### config.mk
export PLATFORM = sky130hd
export DESIGN_NAME = arith_unit_flat
export DESIGN_NICKNAME = d
export VERILOG_FILES = /design/src/rtl/arith_unit_if.sv /design/src/rtl/arith_unit.sv /design/src/flat_wrapper.sv
export SDC_FILE = /design/constraint.sdc
export NUM_CORES = 1
export LEC_CHECK = 0
export CORE_UTILIZATION = 55
export CTS_CLUSTER_DIAMETER = 200
export DETAILED_ROUTE_END_ITERATION = 8
export GPL_TIMING_DRIVEN = 0
export PLACE_DENSITY = 0.76
export SETUP_SLACK_MARGIN = 0.2
export SYNTH_ARGS = -nofsm -noshare
export SYNTH_HDL_FRONTEND = slang
export SYNTH_SLANG_ARGS = --single-unit
### constraint.sdc
create_clock -name clk -period 3 [get_ports clk]
set_clock_uncertainty 0.1 [all_clocks]
set_input_delay 0.45 -clock clk [delete_from_list [all_inputs] [get_ports clk]]
set_output_delay 0.45 -clock clk [all_outputs]
set_load 0.02 [all_outputs]
### src/rtl/arith_unit_if.sv
// Producer/consumer handshake bundle for arith_unit: operand side and result side.
interface arith_if #(parameter int W = 8);
  logic             in_valid;
  logic             in_ready;
  logic [2:0]       op;
  logic [W-1:0]     a;
  logic [W-1:0]     b;
  logic             out_valid;
  logic             out_ready;
  logic [2*W-1:0]   result;
  logic             flag;

  modport master (
    output in_valid, op, a, b, out_ready,
    input  in_ready, out_valid, result, flag
  );

  modport slave (
    input  in_valid, op, a, b, out_ready,
    output in_ready, out_valid, result, flag
  );
endinterface

### src/rtl/arith_unit.sv
// Handshaked unsigned ALU: single-cycle add/sub/mul, bit-serial restoring divide/modulo.
// state | meaning
// IDLE  | waiting for an operand transaction, in_ready high
// BUSY  | restoring divider stepping, one quotient bit per cycle
// DONE  | result presented, held until the consumer takes it
module arith_unit #(
  parameter int W = 8
) (
  input  logic clk,
  input  logic rst_n,
  arith_if.slave bus
);
  localparam int CW = $clog2(W + 1);
  localparam logic [2:0] OP_ADD = 3'd0;
  localparam logic [2:0] OP_SUB = 3'd1;
  localparam logic [2:0] OP_MUL = 3'd2;
  localparam logic [2:0] OP_DIV = 3'd3;
  localparam logic [2:0] OP_MOD = 3'd4;

  typedef enum logic [1:0] {IDLE, BUSY, DONE} state_t;

  state_t           state_q, state_d;
  logic [W-1:0]     dvd_q, dvd_d;
  logic [W-1:0]     dvs_q, dvs_d;
  logic [W-1:0]     rem_q, rem_d;
  logic [CW-1:0]    cnt_q, cnt_d;
  logic             is_mod_q, is_mod_d;
  logic [2*W-1:0]   result_q, result_d;
  logic             flag_q, flag_d;

  logic [W:0]       sum;
  logic [W-1:0]     diff;
  logic [2*W-1:0]   prod;
  logic [W:0]       rem_sh;
  logic [W-1:0]     rem_sub;
  logic             q_bit;
  logic [W-1:0]     rem_next;
  logic [W-1:0]     quo_next;

  // The dividend register doubles as the quotient: quotient bits shift in from the LSB.
  always_comb begin
    sum      = {1'b0, bus.a} + {1'b0, bus.b};
    diff     = bus.a - bus.b;
    prod     = (2*W)'(bus.a) * (2*W)'(bus.b);
    rem_sh   = {rem_q, dvd_q[W-1]};
    q_bit    = (rem_sh >= {1'b0, dvs_q});
    rem_sub  = rem_sh[W-1:0] - dvs_q;
    rem_next = q_bit ? rem_sub : rem_sh[W-1:0];
    quo_next = {dvd_q[W-2:0], q_bit};
  end

  always_comb begin
    state_d  = state_q;
    dvd_d    = dvd_q;
    dvs_d    = dvs_q;
    rem_d    = rem_q;
    cnt_d    = cnt_q;
    is_mod_d = is_mod_q;
    result_d = result_q;
    flag_d   = flag_q;
    case (state_q)
      IDLE: begin
        if (bus.in_valid) begin
          state_d = DONE;
          case (bus.op)
            OP_ADD: begin
              result_d = (2*W)'(sum);
              flag_d   = sum[W];
            end
            OP_SUB: begin
              result_d = (2*W)'(diff);
              flag_d   = (bus.a < bus.b);
            end
            OP_MUL: begin
              result_d = prod;
              flag_d   = 1'b0;
            end
            OP_DIV, OP_MOD: begin
              if (bus.b == '0) begin
                flag_d   = 1'b1;
                result_d = (bus.op == OP_DIV) ? (2*W)'({W{1'b1}}) : (2*W)'(bus.a);
              end else begin
                dvd_d    = bus.a;
                dvs_d    = bus.b;
                rem_d    = '0;
                cnt_d    = '0;
                is_mod_d = (bus.op == OP_MOD);
                state_d  = BUSY;
              end
            end
            default: begin
              result_d = '0;
              flag_d   = 1'b1;
            end
          endcase
        end
      end
      BUSY: begin
        dvd_d = quo_next;
        rem_d = rem_next;
        cnt_d = cnt_q + CW'(1);
        if (cnt_q == CW'(W - 1)) begin
          result_d = is_mod_q ? (2*W)'(rem_next) : (2*W)'(quo_next);
          flag_d   = 1'b0;
          state_d  = DONE;
        end
      end
      DONE: begin
        if (bus.out_ready) state_d = IDLE;
      end
      default: state_d = IDLE;
    endcase
  end

  always_ff @(posedge clk or negedge rst_n) begin
    if (!rst_n) begin
      state_q  <= IDLE;
      dvd_q    <= '0;
      dvs_q    <= '0;
      rem_q    <= '0;
      cnt_q    <= '0;
      is_mod_q <= 1'b0;
      result_q <= '0;
      flag_q   <= 1'b0;
    end else begin
      state_q  <= state_d;
      dvd_q    <= dvd_d;
      dvs_q    <= dvs_d;
      rem_q    <= rem_d;
      cnt_q    <= cnt_d;
      is_mod_q <= is_mod_d;
      result_q <= result_d;
      flag_q   <= flag_d;
    end
  end

  assign bus.in_ready  = (state_q == IDLE);
  assign bus.out_valid = (state_q == DONE);
  assign bus.result    = result_q;
  assign bus.flag      = flag_q;
endmodule

### src/flat_wrapper.sv
// flat-port wrapper written by rule: the top's interface ports become plain ports
module arith_unit_flat 
#(
  parameter int W = 8
)
  (clk, rst_n, bus_in_valid, bus_op, bus_a, bus_b, bus_out_ready, bus_in_ready, bus_out_valid, bus_result, bus_flag);
  arith_if #(.W(W)) bus_i ();
  input  logic clk;
  input  logic rst_n;
  input wire logic [$bits(bus_i.in_valid)-1:0] bus_in_valid;
  input wire logic [$bits(bus_i.op)-1:0] bus_op;
  input wire logic [$bits(bus_i.a)-1:0] bus_a;
  input wire logic [$bits(bus_i.b)-1:0] bus_b;
  input wire logic [$bits(bus_i.out_ready)-1:0] bus_out_ready;
  output wire logic [$bits(bus_i.in_ready)-1:0] bus_in_ready;
  output wire logic [$bits(bus_i.out_valid)-1:0] bus_out_valid;
  output wire logic [$bits(bus_i.result)-1:0] bus_result;
  output wire logic [$bits(bus_i.flag)-1:0] bus_flag;
  assign bus_i.in_valid = bus_in_valid;
  assign bus_i.op = bus_op;
  assign bus_i.a = bus_a;
  assign bus_i.b = bus_b;
  assign bus_i.out_ready = bus_out_ready;
  assign bus_in_ready = bus_i.in_ready;
  assign bus_out_valid = bus_i.out_valid;
  assign bus_result = bus_i.result;
  assign bus_flag = bus_i.flag;
  arith_unit #(.W(W)) u_core (.clk(clk), .rst_n(rst_n), .bus(bus_i));
endmodule
==> impl_metrics.env <==
export IMPL_status="finished with violations"
export IMPL_violations="setup timing"
export IMPL_grt_overflow=0
export IMPL_relSlewSlack_pct=21.8
export IMPL_numCtsBuffers=5
export IMPL_numClockSinks=48
export IMPL_synthMuxAreaShare_pct=2.34
export IMPL_p_per_area_nw_per_um2=789
export IMPL_hold_path_depth=3
export IMPL_fin_crit_sh_pct=138
export IMPL_worstSkewPairLatency_ns=0.31
export IMPL_die_area_um2=10700
export IMPL_yosysTopAreaCell="dfrtp_1"
export IMPL_synth_area_um2=5660
export IMPL_yosys_area_share_xor_xnor_pct=2.63
export IMPL_reg2reg_from="u_core.rem_q[5]"
export IMPL_n_fill_cell=778
export IMPL_finalSetupViolations=12
export IMPL_synth_top_family_by_area="adder cells"
export IMPL_syn_avg_cell_area_um2=8.59
export IMPL_synth_simple_area_share_pct=18.7
export IMPL_grt_max_degree=32
export IMPL_yosysSeqAreaShare_pct=21.2
export IMPL_start_util_pct=57.4
export IMPL_synth_fa_ha_area_share_pct=27.3
export IMPL_hold_slack_ns=0.307
export IMPL_syn_to_final_growth_pct=24.0
export IMPL_dp_hpwl_um=12400
export IMPL_synth_edff_count=0
export IMPL_power_mw=5.54
export IMPL_worst_path_most_repeated_cell="fa_1"
export IMPL_synthTopCellsByArea="dfrtp_1 21%, fa_1 14%, ha_1 13%"
export IMPL_max_vdd_ir_drop_v=0.000676
export IMPL_tns_ns=-11.40
export IMPL_regArea_um2=1200
export IMPL_grt_use_total_pct=32.5
export IMPL_drv_slew=0
export IMPL_synth_compound_area_share_pct=21.2
export IMPL_synthTopCellsByCount="77 x inv_1, 61 x ha_1, 53 x nand2_1"
export IMPL_ys_types=64
export IMPL_first_pass_iters=5
export IMPL_crit_chain="buf_12 -> clkinvlp_4 -> buf_6 -> nor2_4 -> fa_2 -> fa_1 -> inv_1 -> fa_1 -> fa_1 -> inv_2 -> ha_4 -> a211oi_4 -> o21ai_2 -> a221oi_2 -> buf_4 -> xnor2_1 -> a22o_1"
export IMPL_ctsLongestPathBuffers=2
export IMPL_viasPerCell=6.13
export IMPL_drc=0
export IMPL_holdPathEnd="u_core.dvs_q[3]"
export IMPL_report_final_hold_viol_count=0
export IMPL_grt_pass1_wl_um=26000
export IMPL_tightest_slew_ns=1.16
export IMPL_core_um2=9860
export IMPL_synthArstFlopShare_pct=100
export IMPL_critical_path_buf_inv_count=6
export IMPL_yosys_cell_count_top_type="inv_1"
export IMPL_via_count=5310
export IMPL_r2r_cells=6
export IMPL_p_leak_nw=3.12
export IMPL_antenna_found_initial=0
export IMPL_hold_path_class="in2reg"
export IMPL_port_buffers=41
export IMPL_required_ns=3.10
export IMPL_cp_end_kind="register"
export IMPL_wl_per_cell_um=19.1
export IMPL_routed_wl_um=16600
export IMPL_cts_clk_slew_worst_paths_ns=0.09
export IMPL_rsz0062_at_grt="true"
export IMPL_hp_start="bus_b[3]"
export IMPL_antenna_cells=0
export IMPL_cp_top_family="adder cells"
export IMPL_fp_dieH_um=103
export IMPL_drive_gt1_share_pct=19.8
export IMPL_worstReg2RegEnd="u_core.bus.result[6]"
export IMPL_setup_slack_ns=-1.15
export IMPL_fmax_mhz=241
export IMPL_slowest_stage="fa_1"
export IMPL_worstPathArrival_ns=4.25
export IMPL_syn_nets=782
export IMPL_multiInputGateArea_um2=4490
export IMPL_rows=36
export IMPL_critical_path_max_stage_delay_ns=0.54
export IMPL_fin_crit_ns=4.15
export IMPL_clockRootBuffer="clkbuf_8"
export IMPL_tritoncts="yes"
export IMPL_reg2reg_setup_slack_ns=0.45
export IMPL_synth_seq_cells=48
export IMPL_htree_levels=2
export IMPL_dieWidth_um=103
export IMPL_boundaryPins=42
export IMPL_start_kind="primary input"
export IMPL_ant_nets=0
export IMPL_place_inst=834
export IMPL_first_global_vias=5112
export IMPL_finalWeightedCongestion=0.912
export IMPL_ys_flop_type="dfrtp_1"
export IMPL_ys_warn_count=0
export IMPL_syn_inst=659
export IMPL_cp_max_fo=5
export IMPL_worstSetupPathType="in2reg"
export IMPL_final_cells=866
export IMPL_drt_iter0_drc=338
export IMPL_post_route_util_pct=71.2
export IMPL_yosysTopAreaCellShare_pct=21.2
export IMPL_maxCapViolCount=0
export IMPL_finalNetCount=855
## per-layer routing
metal  track usage [%]  vias up  routed length (µm)
met5                 0        -                   0
met4              8.78        0                 287
met3              4.57       22                 996
met2              52.1      211                7920
met1              46.0     2622                7340
li1                  -     2455                   -
## cells in the final DEF, fill, tap and decap left out, drive strengths merged, types with 3 or more instances in the layout
cell,count
o22ai,5
nand2b,9
dfrtp,48
a21o,6
a211oi,17
o211ai,5
o21ai,50
o31ai,8
a21oi,34
clkbuf,18
nor2b,5
o31a,3
a2111oi,3
or4,3
clkdlybuf4s50,24
a31oi,9
fa,39
or2,5
clkinvlp,3
nor3,13
nor2,47
o21a,8
ha,61
mux2i,11
and3,4
a22o,10
and2,35
buf,48
nor3b,3
xor2,5
a221oi,4
nor4,4
xnor2,12
nand3,13
inv,75
nand2,53
or3,5
## worst min-delay path, stage by stage
cell and delay (ns):
buf_12 0.11, nand2_1 0.05, o21ai_0 0.06
## cell type report
class / instances / share of cell area, %
Timing Repair Buffer: 66 / 9.62
Inverter: 78 / 4.28
Clock buffer: 6 / 1.03
Multi-Input combinational cell: 514 / 64.0
Sequential cell: 48 / 17.1
Tap cell: 133 / 2.37
Buffer: 19 / 1.39
Clock inverter: 2 / 0.232
## through the flow
| step | setup WS [ns] | cell area (µm²) |
|---|---|---|
| final | -1.15 | 7020 |
| after global routing | -1.27 | 7020 |
| after CTS | -1.15 | 6830 |
| after detailed placement | -2.32 | 6450 |
| after global placement | -2.25 | 6430 |
| after floorplan | -1.15 | 5860 |
## worst max-delay path by stage
stage | end | start | depth (start not counted)
floorplan | u_core.bus.result[15] | bus_b[5] | 15
global placement | u_core.bus.result[15] | bus_a[2] | 16
detailed placement | u_core.bus.result[15] | bus_a[4] | 15
CTS | u_core.bus.result[15] | bus_b[5] | 16
global route | u_core.bus.result[13] | bus_a[2] | 17
finish | u_core.bus.result[13] | bus_a[2] | 17
## power by group
group          internal [mW]  leakage [nW]  total [mW]  switching [mW]
clock network          0.166        0.0414       0.403           0.236
registers              0.917         0.610        1.13           0.211
logic                   1.78          2.47        4.01            2.23
total                   2.86          3.12        5.54            2.68
## registers in the layout, summed over array words and instances (netlist names)
signal / flops
u_core.bus.result: 16
u_core.dvd_q: 8
u_core.dvs_q: 8
u_core.rem_q: 8
u_core.cnt_q: 4
u_core.state_q: 2
u_core.bus.flag: 1
u_core.is_mod_q: 1
## kinds of logic (layout without fill, tap and decap cells)
| family | Yosys count | count (layout) |
|---|---|---|
| buf+inv | 97 | 171 |
| fa+ha+maj | 100 | 100 |
| simple gates | 207 | 207 |
| flops | 48 | 48 |
| xor+xnor | 17 | 17 |
| compound gates | 177 | 177 |
| mux | 13 | 13 |
## repair_timing
action / 4_1_cts / 5_1_grt
pin swaps: 24 / 29
hold endpoints to repair: 17 / 0
setup endpoints to repair: 25 / 25
hold buffers: 1 / 0
resized for setup: 146 / 28
setup buffers: 15 / 8
Power figures use the tool's default switching activity.
